==> src/rtl/sc_reg_host.sv <==
// sc_reg_host: SPI mode-0 initiator serialising single flash status/control register requests.
// Define SC_REG_HOST_AUTO_WREN_EN to precede every legal 71h write with its own 06h frame.
module sc_reg_host #(
  parameter int CLK_DIV = 2,
  parameter int CS_IDLE = 4
) (
  input  logic        clk,
  input  logic        rst_n,
  input  logic        req_valid,
  output logic        req_ready,
  input  logic [2:0]  req_op,
  input  logic [7:0]  req_addr,
  input  logic [1:0]  req_len,
  input  logic [23:0] req_wdata,
  output logic        rsp_valid,
  output logic        rsp_err,
  output logic [23:0] rsp_rdata,
  output logic        busy,
  output logic        spi_sck,
  output logic        spi_cs_n,
  output logic        spi_mosi,
  input  logic        spi_miso
);
`ifdef SC_REG_HOST_AUTO_WREN_EN
  localparam logic AUTO_WREN = 1'b1;
`else
  localparam logic AUTO_WREN = 1'b0;
`endif
  typedef enum logic [2:0] {IDLE, CS_SETUP, SHIFT, CS_HOLD, CS_GAP} state_t;
  state_t r_state, w_next;
  logic [7:0] r_cnt, r_addr;
  logic r_sck, r_pre, r_rsp_valid, r_rsp_err;
  logic [5:0] r_bit, r_last;
  logic [63:0] r_tx;
  logic [23:0] r_rx, r_wdata, r_rdata, w_rdata;
  logic [2:0] r_op;
  logic [1:0] r_len;
  logic w_accept, w_illegal, w_tick, w_rise, w_fall, w_chain, w_load, w_auto, w_done;
  // Frame is left-aligned with zero fill, so shifting past the last bit leaves mosi low.
  function automatic logic [63:0] frame(input logic [2:0] op, input logic [7:0] addr,
                                        input logic [1:0] len, input logic [23:0] wd);
    logic [7:0] b1, b2;
    b1 = len > 2'd1 ? wd[15:8] : 8'h0;
    b2 = len == 2'd3 ? wd[23:16] : 8'h0;
    return op == 3'd0 ? {8'h06, 56'h0} : op == 3'd1 ? {8'h04, 56'h0} :
           op == 3'd2 ? {8'h05, 56'h0} : op == 3'd3 ? {8'h65, 24'h0, addr, 24'h0} :
           {8'h71, 24'h0, addr, wd[7:0], b1, b2};
  endfunction
  function automatic logic [5:0] last_bit(input logic [2:0] op, input logic [1:0] len);
    return op < 3'd2 ? 6'd7 : op == 3'd2 ? 6'd15 : 6'd39 + {1'b0, len, 3'b000};
  endfunction
  assign w_accept = req_valid && r_state == IDLE;
  assign w_illegal = req_op > 3'd4 || (req_op > 3'd2 && req_len == 2'd0);
  assign w_tick = r_cnt == 8'd0;
  assign w_rise = r_state == SHIFT && w_tick && !r_sck;
  assign w_fall = r_state == SHIFT && w_tick && r_sck;
  assign w_chain = r_state == CS_GAP && w_tick && r_pre;
  assign w_load = (w_accept && !w_illegal) || w_chain;
  assign w_auto = AUTO_WREN && req_op == 3'd4;
  assign w_done = r_state == CS_HOLD && w_tick && !r_pre;
  // Only the last 8*len received bits are data; byte0 arrived first so it sits highest.
  assign w_rdata = r_op == 3'd2 || (r_op == 3'd3 && r_len == 2'd1) ? {16'h0, r_rx[7:0]} :
                   r_op != 3'd3 ? 24'h0 :
                   r_len == 2'd2 ? {8'h0, r_rx[7:0], r_rx[15:8]} : {r_rx[7:0], r_rx[15:8], r_rx[23:16]};
  always_comb begin
    w_next = r_state;
    case (r_state)
      IDLE:     w_next = w_accept && !w_illegal ? CS_SETUP : IDLE;
      CS_SETUP: w_next = w_tick ? SHIFT : CS_SETUP;
      SHIFT:    w_next = w_fall && r_bit == r_last ? CS_HOLD : SHIFT;
      CS_HOLD:  w_next = w_tick ? CS_GAP : CS_HOLD;
      CS_GAP:   w_next = w_tick ? (r_pre ? CS_SETUP : IDLE) : CS_GAP;
      default:  w_next = IDLE;
    endcase
  end
  always_ff @(posedge clk or negedge rst_n)
    if (!rst_n) r_state <= IDLE;
    else r_state <= w_next;
  always_ff @(posedge clk or negedge rst_n) begin
    if (!rst_n) begin
      r_cnt <= '0;
      r_sck <= 1'b0;
      r_pre <= 1'b0;
      r_bit <= '0;
      r_last <= '0;
      r_tx <= '0;
      r_rx <= '0;
      r_op <= '0;
      r_addr <= '0;
      r_len <= '0;
      r_wdata <= '0;
      r_rsp_valid <= 1'b0;
      r_rsp_err <= 1'b0;
      r_rdata <= '0;
    end else begin
      r_cnt <= (w_next != r_state || w_tick) ? (w_next == CS_GAP ? 8'(CS_IDLE - 1) : 8'(CLK_DIV - 1))
                                             : r_cnt - 8'd1;
      r_rsp_valid <= w_done || (w_accept && w_illegal);
      r_rsp_err <= w_accept && w_illegal;
      if (w_done || (w_accept && w_illegal)) r_rdata <= w_accept ? 24'h0 : w_rdata;
      if (w_accept) begin
        r_op <= req_op;
        r_addr <= req_addr;
        r_len <= req_len;
        r_wdata <= req_wdata;
      end
      if (w_load) begin
        r_tx <= !w_accept ? frame(r_op, r_addr, r_len, r_wdata) :
                w_auto ? {8'h06, 56'h0} : frame(req_op, req_addr, req_len, req_wdata);
        r_last <= !w_accept ? last_bit(r_op, r_len) : w_auto ? 6'd7 : last_bit(req_op, req_len);
        r_bit <= '0;
        r_sck <= 1'b0;
        r_pre <= w_accept && w_auto;
      end else begin
        if (w_rise || w_fall) r_sck <= !r_sck;
        if (w_rise) r_rx <= {r_rx[22:0], spi_miso};
        if (w_fall) begin
          r_tx <= {r_tx[62:0], 1'b0};
          r_bit <= r_bit + 6'd1;
        end
      end
    end
  end
  assign req_ready = r_state == IDLE;
  assign busy = r_state != IDLE;
  assign spi_sck = r_sck;
  assign spi_cs_n = r_state == IDLE || r_state == CS_GAP;
  assign spi_mosi = r_tx[63];
  assign rsp_valid = r_rsp_valid;
  assign rsp_err = r_rsp_err;
  assign rsp_rdata = r_rdata;
endmodule

==> config.mk <==
export PLATFORM = sky130hd
export DESIGN_NAME = sc_reg_host
export DESIGN_NICKNAME = d
export VERILOG_FILES = /design/src/rtl/sc_reg_host.sv
export SDC_FILE = /design/constraint.sdc
export NUM_CORES = 1
export LEC_CHECK = 0
export CAP_MARGIN = 20
export CORE_ASPECT_RATIO = 0.9
export CORE_MARGIN = 1
export CORE_UTILIZATION = 30
export DETAILED_ROUTE_END_ITERATION = 6
export DONT_BUFFER_PORTS = 1
export PLACE_DENSITY = 0.54
export SLEW_MARGIN = 20
export SYNTH_ARGS = -nofsm -noshare
export SYNTH_HDL_FRONTEND = slang
export SYNTH_SLANG_ARGS = --single-unit
==> constraint.sdc <==
create_clock -name clk -period 3.05 [get_ports clk]
set_input_delay 0.4575 -clock clk [delete_from_list [all_inputs] [get_ports clk]]
set_output_delay 0.4575 -clock clk [all_outputs]
set_load 0.01 [all_outputs]
==> summary.txt, run 1 <==
Setup Buffers After CTS = 0
Arrival time at the worst endpoint = 2.53 ns
RSZ-0062 raised after global routing = no
Top cell type's share of synthesized area = 58.2%
Max-slew violations = 0
CTS resizes = 0
Crit path max fanout = 16
Remaining global-route overflow = 0
Die height = 137 um
CP cell instances = inv_1 -> ha_1 -> nand2b_1 -> nor2_4 -> and3_1 -> nor2_2 -> buf_8 -> a22o_1
Share of flip-flops with an asynchronous set or reset = 100%
Layout area overhead = 13.1%
CTS buffer count = 17
Slew HR = 55.7%
Leading post-synthesis cells by cell area = dfrtp_1 58%, a22o_1 7.2%, mux2_2 5.4%, mux2i_1 4.0%, nand2_1 3.6%
Synthesis Warnings = 0
WHS = -0.264 ns
Critical-path top delay cell = and3_1
Failing checks = hold timing
EDFF count, synth = 0
Initial antenna violation count = 0
Share of layout cells above drive strength 1 = 15.7%
DRT Pass-1 Iters = 4
Routed vias/inst = 5.09
Number of distinct library cells after synthesis = 55
Clk Latency, worst-skew pair = 0.42 ns
Finished Core Util = 35.2%
Final worst setup slack = 0.818 ns
CTS Buffer Depth = 2
Outcome = finished, violations left
Mean Syn Cell Area = 12.2 um^2
Most common cell after layout, fill and taps aside = dfrtp_1
Startpoint Class = flop
Dpl ws = 0.574 ns
DR vias = 3830
Fin nets = 532
Pleak = 3.24 nW
Largest net degree at the start of global routing = 142
PwrDens = 570 nW/um^2
Clk_skew = 0.00654 ns
Die ar. = 20800 um^2
Fill cell count = 1915
Setup TNS Final = 0 ns
Clock transition at path regs = 0.06 ns
Synth Register Bits = 141
# DRC = 0
Number of global-route vias before repair = 3927
Commonest cells after routing, fill and taps aside = 141 x dfrtp_1, 58 x nand2_1, 50 x a22o_1
Post-Route WL = 12.8 mm
First-pass GRT wire length = 21.3 mm
Worst-Margin Slew = 0.664 ns
Synthesized area = 6060 um^2
Tmin final = 2.23 ns
Req. time, crit path = 3.34 ns
Area post-placement = 6260 um^2
Prevailing post-synth register cell = dfrtp_1
Synth Instances = 496
DR iter-0 viols = 274
# IOs = 72
CP endpoint kind = flop
# setup viols final = 0
Die W = 152 um
Gr usage total = 13.1%
GPL Wtd Cong = 0.813
Cell taking the most area after synthesis = dfrtp_1
Register area share after synthesis = 58.2%
Clk sinks = 141
# rows = 48
Max-Cap Viols = 0
Final Instance Area = 6860 um^2
Hold/Removal Path Class = primary input to async pin
WL/cell = 17.0 um
Final Cycle Share = 73.2%
ANT cells = 0
Final hold violation count = 141
Crit path kind = flop to flop
DRT antenna net count = 0
Clk root buf = clkbuf_16
Port bufs = 0
Syn Nets = 539
CTS tree = built
Max incr delay on CP = 0.42 ns
Register area = 3530 um^2
Peak supply drop = 295 uV
Initial core utilization = 31.2%
H-tree Lvls = 4
Core Region = 19500 um^2
FMAX = 448 MHz
Multi-input logic area = 2330 um^2
Dpl hpwl = 8.22 mm
cell families (layout without fill, tap and decap cells):
family          after synthesis  after routing  synth area share, %
simple gates                124            124                 10.6
mux                          53             53                 9.35
compound gates              119            119                 15.6
buf+inv                      41             47                 3.49
flops                       141            141                 58.2
xor+xnor                     16             16                 2.31
fa+ha+maj                     2              2                0.413
Yosys cell counts, drive strengths merged (2+ instances only):
cell     instances
a21o             9
a21oi            6
a221o            3
a22o            50
a22oi           17
a32oi            3
and3             6
buf             21
clkbuf          12
dfrtp          141
ha               2
inv              8
mux2            29
mux2i           24
nand2           59
nand2b           5
nand3            4
nand4            2
nor2            26
nor2b            3
nor3             2
nor3b            2
nor4             3
nor4bb           2
o21ai           15
o2bb2ai          8
or3              4
xnor2            6
xor2            10
worst paths after layout:
path / startpoint / endpoint / slack [ns] / cells after the start
setup / recovery: r_cnt[0]$_DFF_PN0_ / rsp_rdata[0]$_DFFE_PN0P_ / 0.82 / 8
hold / removal: rst_n / r_tx[4]$_DFFE_PN0P_ / -0.26 / 0
setup reg to reg: r_cnt[0]$_DFF_PN0_ / rsp_rdata[0]$_DFFE_PN0P_ / 0.82 / 8
hold reg to reg: r_tx[30]$_DFFE_PN0P_ / r_tx[30]$_DFFE_PN0P_ / 0.47 / 2
max in group asynchronous: rst_n / r_tx[15]$_DFFE_PN0P_ / 3.04 / 0
min in group clk: req_wdata[15] / r_tx[15]$_DFFE_PN0P_ / 0.15 / 2
registers in the layout, summed over array words and instances (netlist names):
| register | cells |
|---|---|
| r_bit | 6 |
| r_cnt | 8 |
| r_last | 4 |
| r_len | 2 |
| r_op | 3 |
| r_rx | 24 |
| r_state | 3 |
| r_tx | 64 |
| rsp_err | 1 |
| rsp_rdata | 24 |
| rsp_valid | 1 |
| spi_sck | 1 |
worst max-delay path: cells and delay by family (launching register included):
kind                     cells  cell delay (ns)
flip-flops                   1             0.38
buffers and inverters        2             0.29
AND/OR/NAND/NOR              4             0.97
AO/OA/AOI/OAI                1             0.23
adder cells (fa/ha/maj)      1             0.22
report_power, final:
part	leakage, nW	switching, W	internal [W]
Clock	0.284	0.000736	0.00129
Combinational	1.13	0.00000627	0.00000512
Sequential	1.83	0	0.00187
Total	3.24	0.000743	0.00316
stage by stage:
stage / cells / total power (W)
after floorplan: 496 / 0.00192
after global placement: 719 / 0.00192
after detailed placement: 719 / 0.00192
after CTS: 751 / 0.00396
after global routing: 752 / 0.00404
final: 752 / 0.00391
final cells by class:
type,count,share of cell area (%)
inverters,8,0.438
flip-flops and latches,141,51.5
clock inverters,6,1.20
repair buffers,7,1.06
clock buffers,26,7.28
well taps,250,4.56
multi-input cells,314,34.0
routing by layer:
metal  GRT usage [%]  up-vias  wire length [um]
li1                -     1784                 -
met5               0        -                 0
met1            17.3     1957              6130
met2            19.3       70              5850
met3            3.80       19               540
met4            7.11        0               295
Power figures use the tool's default switching activity.
==> run 2, diff against run 1 <==
==> constraint.sdc (replaced) <==
create_clock -name clk -period 2.07 [get_ports clk]
set_input_delay 0.3105 -clock clk [delete_from_list [all_inputs] [get_ports clk]]
set_output_delay 0.3105 -clock clk [all_outputs]
set_load 0.01 [all_outputs]
==> run 2 against run 1 <==
  * The flow still finishes with violations (hold timing)
  * Largest cell class unchanged
  * Sequential power grew 48%
  * Cell area rose by 5.2%
  * Worst setup slack got worse by 0.76 ns
  * Critical path depth fell by 1
  * Global-route usage rose by 0.10 points
  * Clock-buffer cell count is 2 lower
  * Maximum frequency grew 11%
  * Clock power is 44% higher
  * Register-to-register slack lost 0.76 ns
  * Critical endpoint is now r_rx[14]$_DFFE_PN0P_
  * Sequential share of layout area shrank 2.5 points
  * Utilization is 1.8 points higher
  * Clock skew up 0.00098 ns
  * Critical path type unchanged
==> summary.txt, run 2 (same netlist as run 1, synthesis figures left out) <==
Crit path max fanout = 12
Initial core utilization = 31.2%
Tmin final = 2.01 ns
Initial antenna violation count = 0
DR iter-0 viols = 201
Largest net degree at the start of global routing = 142
PwrDens = 789 nW/um^2
Multi-input logic area = 2350 um^2
Reg-to-reg endpoint = r_rx[14]$_DFFE_PN0P_
Routed vias/inst = 5.05
CP endpoint kind = flop
Crit path kind = flop to flop
Outcome = finished, violations left
ANT cells = 0
Max reg flops = 64
Pleak = 3.42 nW
# DRC = 0
Startpoint Class = flop
Final hold violation count = 141
Clock transition at path regs = 0.05 ns
Gr usage total = 13.2%
Final Cycle Share = 97.2%
Max-Cap Viols = 0
Clk Latency, worst-skew pair = 0.41 ns
Peak supply drop = 517 uV
Req. time, crit path = 2.36 ns
WHS = -0.406 ns
Reg2reg start = r_cnt[3]$_DFF_PN0_
Port bufs = 0
Setup TNS Final = 0 ns
WL/cell = 16.8 um
Remaining global-route overflow = 0
Post-Route WL = 13.2 mm
Clk sinks = 141
Max-slew violations = 0
Fin nets = 564
Die height = 137 um
DR vias = 3954
Flop2flop setup slack = 0.06 ns
DRT Pass-1 Iters = 4
Die W = 152 um
CTS tree = built
Register area = 3530 um^2
Hold/Removal Path Class = primary input to async pin
First-pass GRT wire length = 21.6 mm
Fill cell count = 1871
Post-CTS Hold Buffers = 11
Clk root buf = clkbuf_16
Reg with most FFs = r_tx
Worst-Margin Slew = 0.484 ns
Most common cell after layout, fill and taps aside = dfrtp_1
Worst setup path startpoint = r_cnt[3]$_DFF_PN0_
Crit path capture = r_rx[14]$_DFFE_PN0P_
Slew HR = 67.7%
Core Region = 19500 um^2
Arrival time at the worst endpoint = 2.31 ns
# rows = 48
FMAX = 497 MHz
Commonest cells after routing, fill and taps aside = 141 x dfrtp_1, 57 x nand2_1, 50 x a22o_1
GPL Wtd Cong = 0.813
CTS Buffer Depth = 2
Number of global-route vias before repair = 4067
# setup viols final = 0
Clk_skew = 0.00753 ns
FF-to-FF path depth = 7
Failing checks = hold timing
Layout area overhead = 18.9%
Share of layout cells above drive strength 1 = 18.9%
Die ar. = 20800 um^2
H-tree Lvls = 4
CTS buffer count = 17
DRT antenna net count = 0
Dpl hpwl = 8.54 mm
# IOs = 72
run 2: layout make-up:
class                           count  area share (%)
Clock inverter                      7            1.23
Timing Repair Buffer               39            5.95
Inverter                            8           0.416
Sequential cell                   141            48.9
Tap cell                          250            4.34
Clock buffer                       24            6.54
Multi-Input combinational cell    314            32.6
run 2: worst min path at each step:
stage                                      end  depth (start not counted)   from  slack [ns]
final                     r_tx[26]$_DFFE_PN0P_                          0  rst_n       -0.41
after global routing       r_tx[2]$_DFFE_PN0P_                          0  rst_n       -0.43
after CTS                 r_tx[25]$_DFFE_PN0P_                          0  rst_n       -0.43
after detailed placement  r_tx[26]$_DFFE_PN0P_                          0  rst_n        0.02
after global placement    r_tx[26]$_DFFE_PN0P_                          0  rst_n        0.02
after floorplan           r_bit[0]$_DFFE_PN0P_                          0  rst_n        0.01
run 2: critical path, cell delays in order, from the launching register on:
cell and delay [ns]:
dfrtp_1 0.40, or3_4 0.42, nor2_4 0.15, nand2_2 0.10, nor3_4 0.21, buf_12 0.14, buf_12 0.13, mux2_2 0.34
run 2: timing repair:
action / 4_1_cts / 5_1_grt
setup buffers: 0 / 4
endpoints found under the hold margin: 152 / 141
endpoints found under the setup margin: 0 / 40
gates resized for setup: 0 / 3
run 2: through the flow:
stage | setup slack, ns | utilization (%) | area (um^2) | cells | power (W)
after floorplan | 0.119 | - | 6060 | 496 | 0.00282
after global placement | 0.132 | 33.1 | 6440 | 735 | 0.00282
after detailed placement | 0.0715 | 33.1 | 6440 | 735 | 0.00282
after CTS | 0.0506 | 36.6 | 7110 | 777 | 0.00577
after global routing | -0.0191 | 37.1 | 7210 | 783 | 0.00588
final | 0.0573 | 37.1 | 7210 | 783 | 0.00569
run 2: metal layers:
layer / share of wire (%) / track usage, % / wire length, um / up-vias
met5: 0 / 0 / 0 / -
met4: 1.7 / 6.00 / 224 / 0
met3: 3.2 / 3.36 / 427 / 16
met2: 48 / 20.7 / 6360 / 55
met1: 47 / 17.1 / 6160 / 2044
li1: - / - / - / 1839
run 2: report_power, final:
part	internal [W]	leakage (nW)	total (W)	switching, W
registers	0.00276	1.83	0.00276	0
logic	0.0000213	1.32	0.0000341	0.0000127
clock network	0.00182	0.278	0.00290	0.00108
